--- src/rtl/btn_pkg.sv ---
// Shared definitions for the keypad decoder: key count, code width, code type.
package btn_pkg;

  localparam int unsigned NUM_KEYS   = 20;
  localparam int unsigned KEY_CODE_W = 5;

  typedef logic [KEY_CODE_W-1:0] key_code_t;

  // Index of the lowest set bit; 0 when no bit is set.
  function automatic key_code_t lowest_set(input logic [NUM_KEYS-1:0] v);
    key_code_t r;
    r = '0;
    for (int i = int'(NUM_KEYS) - 1; i >= 0; i--) begin
      if (v[i]) r = key_code_t'(i);
    end
    return r;
  endfunction

endpackage

--- src/rtl/key_fifo.sv ---
// Small synchronous FIFO with a registered head/valid view of the next entry.
module key_fifo #(
  parameter int unsigned DEPTH = 4,
  parameter int unsigned WIDTH = 5
) (
  input  logic             clk,
  input  logic             rst_n,
  input  logic             i_push,
  input  logic             i_pop,
  input  logic [WIDTH-1:0] i_data,
  output logic [WIDTH-1:0] o_data,
  output logic             o_valid,
  output logic             o_full_c
);

  localparam int unsigned PTR_W = $clog2(DEPTH);
  localparam int unsigned CNT_W = PTR_W + 1;

  logic [WIDTH-1:0] r_mem [DEPTH];
  logic [PTR_W-1:0] r_wptr;
  logic [PTR_W-1:0] r_rptr;
  logic [CNT_W-1:0] r_count;
  logic [WIDTH-1:0] r_data;
  logic             r_valid;

  logic             w_pop;
  logic             w_push;
  logic [PTR_W-1:0] w_rptr_nxt;
  logic [CNT_W-1:0] w_count_nxt;
  logic [WIDTH-1:0] w_data_nxt;

  assign o_full_c = (r_count == CNT_W'(DEPTH));
  assign o_data   = r_data;
  assign o_valid  = r_valid;

  // Accepted pop/push, next occupancy and the head value to present next cycle.
  always_comb begin
    w_pop       = i_pop && r_valid;
    w_push      = i_push && (!o_full_c || w_pop);
    w_rptr_nxt  = w_pop ? r_rptr + PTR_W'(1) : r_rptr;
    w_count_nxt = r_count;
    if (w_push && !w_pop)      w_count_nxt = r_count + CNT_W'(1);
    else if (!w_push && w_pop) w_count_nxt = r_count - CNT_W'(1);
    w_data_nxt = '0;
    if (w_count_nxt != '0) begin
      // The entry being written this cycle becomes the head: bypass the memory.
      if (w_push && (r_wptr == w_rptr_nxt)) w_data_nxt = i_data;
      else                                  w_data_nxt = r_mem[w_rptr_nxt];
    end
  end

  // Storage, pointers, occupancy and registered head.
  always_ff @(posedge clk or negedge rst_n) begin
    if (!rst_n) begin
      for (int i = 0; i < int'(DEPTH); i++) r_mem[i] <= '0;
      r_wptr  <= '0;
      r_rptr  <= '0;
      r_count <= '0;
      r_data  <= '0;
      r_valid <= 1'b0;
    end else begin
      if (w_push) begin
        r_mem[r_wptr] <= i_data;
        r_wptr        <= r_wptr + PTR_W'(1);
      end
      r_rptr  <= w_rptr_nxt;
      r_count <= w_count_nxt;
      r_data  <= w_data_nxt;
      r_valid <= (w_count_nxt != '0);
    end
  end

endmodule

--- src/rtl/btn_decode.sv ---
// Debounces the raw keypad scan vector and queues key-press codes over valid/ready.
module btn_decode
  import btn_pkg::*;
#(
  parameter int unsigned SAMPLE_DIV = 5000,
  parameter int unsigned DB_DEPTH   = 4,
  parameter int unsigned FIFO_DEPTH = 4
) (
  input  logic                clk,
  input  logic                rst_n,
  input  logic [NUM_KEYS-1:0] btn_result,
  output logic [NUM_KEYS-1:0] key_state,
  output logic                key_valid,
  output key_code_t           key_code,
  input  logic                key_ready,
  output logic                overflow
);

  localparam int unsigned DIV_W = $clog2(SAMPLE_DIV);

  logic [DIV_W-1:0]    r_div;
  logic [DB_DEPTH-1:0] r_hist [NUM_KEYS];
  logic [NUM_KEYS-1:0] r_key_state;
  logic [NUM_KEYS-1:0] r_pend;
  logic                r_overflow;

  logic                w_tick;
  logic [DB_DEPTH-1:0] w_shift [NUM_KEYS];
  logic [NUM_KEYS-1:0] w_press;
  logic [NUM_KEYS-1:0] w_release;
  logic                w_full_c;
  logic                w_pop;
  logic                w_push;
  key_code_t           w_push_code;
  logic [NUM_KEYS-1:0] w_push_mask;
  logic                w_ovf;

  assign w_tick    = (r_div == DIV_W'(SAMPLE_DIV - 1));
  assign key_state = r_key_state;
  assign overflow  = r_overflow;

  // Sample prescaler: counts 0..SAMPLE_DIV-1 and wraps.
  always_ff @(posedge clk or negedge rst_n) begin
    if (!rst_n)      r_div <= '0;
    else if (w_tick) r_div <= '0;
    else             r_div <= r_div + DIV_W'(1);
  end

  // Per-key shifted history and the press/release decisions for a tick.
  always_comb begin
    w_press   = '0;
    w_release = '0;
    for (int i = 0; i < int'(NUM_KEYS); i++) begin
      w_shift[i] = {r_hist[i][DB_DEPTH-2:0], btn_result[i]};
      if (w_tick) begin
        if ((&w_shift[i]) && !r_key_state[i]) w_press[i]   = 1'b1;
        if (w_shift[i] == '0)                 w_release[i] = 1'b1;
      end
    end
  end

  // Push the lowest pending key when the FIFO has room or is popping this cycle.
  always_comb begin
    w_pop       = key_valid && key_ready;
    w_push      = (r_pend != '0) && (!w_full_c || w_pop);
    w_push_code = lowest_set(r_pend);
    w_push_mask = w_push ? (NUM_KEYS'(1) << w_push_code) : '0;
    // A press on an already-pending key is lost, unless that key is leaving this cycle.
    w_ovf       = |(w_press & r_pend & ~w_push_mask);
  end

  // Debounce histories, debounced levels, pending mask and overflow pulse.
  always_ff @(posedge clk or negedge rst_n) begin
    if (!rst_n) begin
      for (int i = 0; i < int'(NUM_KEYS); i++) r_hist[i] <= '0;
      r_key_state <= '0;
      r_pend      <= '0;
      r_overflow  <= 1'b0;
    end else begin
      if (w_tick) begin
        for (int i = 0; i < int'(NUM_KEYS); i++) r_hist[i] <= w_shift[i];
      end
      r_key_state <= (r_key_state | w_press) & ~w_release;
      r_pend      <= (r_pend & ~w_push_mask) | w_press;
      r_overflow  <= w_ovf;
    end
  end

  key_fifo #(
    .DEPTH (FIFO_DEPTH),
    .WIDTH (KEY_CODE_W)
  ) u_fifo (
    .clk      (clk),
    .rst_n    (rst_n),
    .i_push   (w_push),
    .i_pop    (key_ready),
    .i_data   (w_push_code),
    .o_data   (key_code),
    .o_valid  (key_valid),
    .o_full_c (w_full_c)
  );

endmodule

--- config.mk ---
export PLATFORM = sky130hd
export DESIGN_NAME = btn_decode
export DESIGN_NICKNAME = d
export VERILOG_FILES = /design/src/rtl/btn_pkg.sv /design/src/rtl/key_fifo.sv /design/src/rtl/btn_decode.sv
export SDC_FILE = /design/constraint.sdc
export NUM_CORES = 1
export LEC_CHECK = 0
export BUFFER_PORTS_ARGS = -buffer_cell sky130_fd_sc_hd__buf_2
export CAP_MARGIN = 25
export CORE_MARGIN = 5
export CORE_UTILIZATION = 50
export DETAILED_ROUTE_END_ITERATION = 10
export HOLD_SLACK_MARGIN = 0.05
export MAX_ROUTING_LAYER = met4
export PLACE_DENSITY = 0.7
export SYNTH_ARGS = -nofsm -noshare
export SYNTH_HDL_FRONTEND = slang
export SYNTH_SLANG_ARGS = --single-unit
--- constraint.sdc ---
create_clock -name clk -period 3.06 [get_ports clk]
set_input_delay 0.612 -clock clk [delete_from_list [all_inputs] [get_ports clk]]
set_output_delay 0.612 -clock clk [all_outputs]
set_load 0.005 [all_outputs]
==> summary.txt <==
Die
  • Cell row count: 43
  • Core Region: 13700 um^2
  • IO Count: 50
  • Die span in y: 128 um
  • Die X: 128 um
  • Die area: 16300 um^2
  • Starting Density: 50.4%

Layout
  • FILL cells: 1203
  • Share of layout cells above drive strength 1: 16.7%
  • Layout area overhead: 18.2%
  • Antenna diodes: 0
  • Register area: 3680 um^2
  • Area of the multi-input gates: 3030 um^2
  • Nets: 849

Clock tree
  • # clock sinks: 147
  • Skew-Pair Late Insertion Delay: 420 ps
  • TritonCTS clock tree: yes
  • CTS Buffer Depth: 2
  • CTS clk-pin slew, worst paths: 60 ps
  • Htree depth: 4
  • Clock Root Buffer: clkbuf_16
  • Num CTS Buffers: 17

Global route
  • Grt total ovfl: 0
  • Vias in the first global route: 5618
  • Global-route wire length before repair: 27500 um
  • Largest net degree at the start of global routing: 90
  • Total GRT Usage: 21.8%
  • Antenna violations before repair: 0

Drt
  • # DRC: 0
  • DR vias/cell: 5.61
  • DR WL/cell: 16.4 um
  • DRT Pass-1 Iters: 5
  • First DRT Iteration DRCs: 408
  • Via count: 5675
  • Post-Route WL: 16500 um
  • Final ANT Viol Nets: 0

Synthesis
  • Synth unique cells: 59
  • Sequential fraction of the synthesis area: 53.2%
  • Async set or reset register ratio after synthesis: 100%
  • Dominant cell by count in the synthesized netlist: nand2_1
  • Area leader, netlist: dfrtp_1
  • Mapped Area: 6910 um^2
  • Ys flop type: dfrtp_1
  • Post-synthesis register bit count: 147
  • Top cells by area, synth: dfrtp_1 53%, nand2_1 13%, o21ai_0 3.4%
  • Most frequent cells after synthesis: 237 x nand2_1, 147 x dfrtp_1, 47 x o21ai_0
  • Synthesized area per cell: 9.31 um^2
  • Mapped Nets: 774
  • Yosys warns: 0
  • Post-Syn Instances: 743
  • Post-synth EDFFs: 0
  • Top cell type's share of synthesized area: 53.2%

Critical path
  • Req. time, crit path: 3350 ps
  • CP Capture Type: flop
  • Crit path launch type: flop
  • CP Class: flop to flop
  • Peak fanout along the critical path: 8
  • WP data arrival: 3220 ps

Timing
  • Fmax: 341 MHz
  • Final setup fails: 0
  • RSZ-0062 raised after global routing: false
  • Slew Viols, Final: 0
  • Final hold slack: 275 ps
  • Worst-margin pin slew: 824 ps
  • Setup TNS: 0 ps
  • Final Hold Fails: 0
  • Final worst path period need: 2930 ps
  • Max_slew headroom: 45.1%
  • Clock Skews: 17.0 ps
  • Fin crit share: 95.8%

Pwr
  • Power Density: 500 nW/um^2
  • Lkg Pwr: 0.00407 uW
  • VDD IR-drop max: 0.402 mV

Min path
  • Hold Path Class: primary input to async pin

Placement
  • GP Congestion: 0.963
  • Port bufs: 49
  • Detailed Place HPWL: 11900 um

Job
  • Number of max-cap violations: 0

Run status
  • Status: finished clean
## cells in the final DEF, fill, tap and decap left out, types with 8 or more instances in the layout
cell / netlist / final
clkbuf_16: 0 / 17
nand3_1: 13 / 13
nand4_1: 25 / 25
ha_1: 8 / 8
nor3b_1: 8 / 8
nand2_1: 237 / 237
nor3_1: 12 / 12
or4_1: 19 / 18
dfrtp_1: 147 / 147
nor2_1: 27 / 27
xnor2_1: 9 / 9
o21ai_0: 47 / 45
buf_2: 4 / 48
a21oi_1: 35 / 35
buf_4: 0 / 26
inv_1: 32 / 32
## flip-flops by register name (all words and copies together), names as in the netlist, 2 cells and up
name,count
u_fifo.r_rptr,2
r_pend,20
u_fifo.r_count,3
key_state,20
u_fifo.o_data,5
r_hist,60
r_div,13
u_fifo.r_wptr,2
u_fifo.r_mem,20
## layer usage
layer	track usage [%]	vias to the layer above	wire (um)
met5	-	-	0
met4	6.87	0	290
met3	5.14	22	651
met2	35.9	117	8410
met1	26.7	2805	7180
li1	-	2731	-
## where the power goes
part | switching, uW | internal (uW) | leakage (uW)
clock network | 841 | 1230 | 0.000287
registers | 0 | 1940 | 0.00194
logic | 50.6 | 15.0 | 0.00185
## worst max-delay path: stages (launching register included)
cell	delay, ps
dfrtp_1	460
or4_1	550
a221oi_2	190
o41a_2	270
or2_2	190
nand3_2	210
o21ai_1	270
o2111ai_1	140
or4_1	530
## worst paths after layout
kind / from / endpoint / slack (ps) / cells past startpoint
min reg2reg: u_fifo.r_mem[0] / u_fifo.r_mem[0] / 480 / 2
min in group clk: btn_result[19] / r_hist[0] / 410 / 3
max in group asynchronous: rst_n / r_hist[30] / 1970 / 2
max: r_pend[2] / overflow / 130 / 8
min: rst_n / u_fifo.r_mem[3] / 280 / 1
max reg2reg: r_pend[2] / overflow / 130 / 8
## metrics by stage
stage	worst slack (ps)	utilization [%]	total power [uW]	area, um^2	std cells
after CTS	83.1	59.5	4120	8170	1011
after global placement	82.7	55.2	2040	7570	979
final	127	59.6	4080	8170	1011
after floorplan	426	-	1980	6910	743
after global routing	20.2	59.6	4210	8170	1011
after detailed placement	76.0	55.2	2050	7570	979
## final cells by class
type,count,share of cell area (%)
clock buffer,18,5.38
multi-input combinational,541,37.1
inverter,32,1.47
sequential,147,45.0
clock inverter,14,1.90
tap,180,2.76
timing repair buffer,79,6.34
## cells by family (layout without fill, tap and decap cells)
kind of cell	after synthesis	in the layout	share of synthesized area, %
AND/OR/NAND/NOR	378	378	25.7
flip-flops	147	147	53.2
AO/OA/AOI/OAI	125	125	11.5
buffers and inverters	55	143	3.06
XOR/XNOR	16	16	2.03
multiplexers	14	14	3.02
adder cells (fa/ha/maj)	8	8	1.45
## timing repair
action	CTS	global route
setup endpoints to repair	0	1
resized for setup	0	3
setup buffers	0	0
hold buffers	0	0
Note: power is estimated with default switching activity, not from simulation.
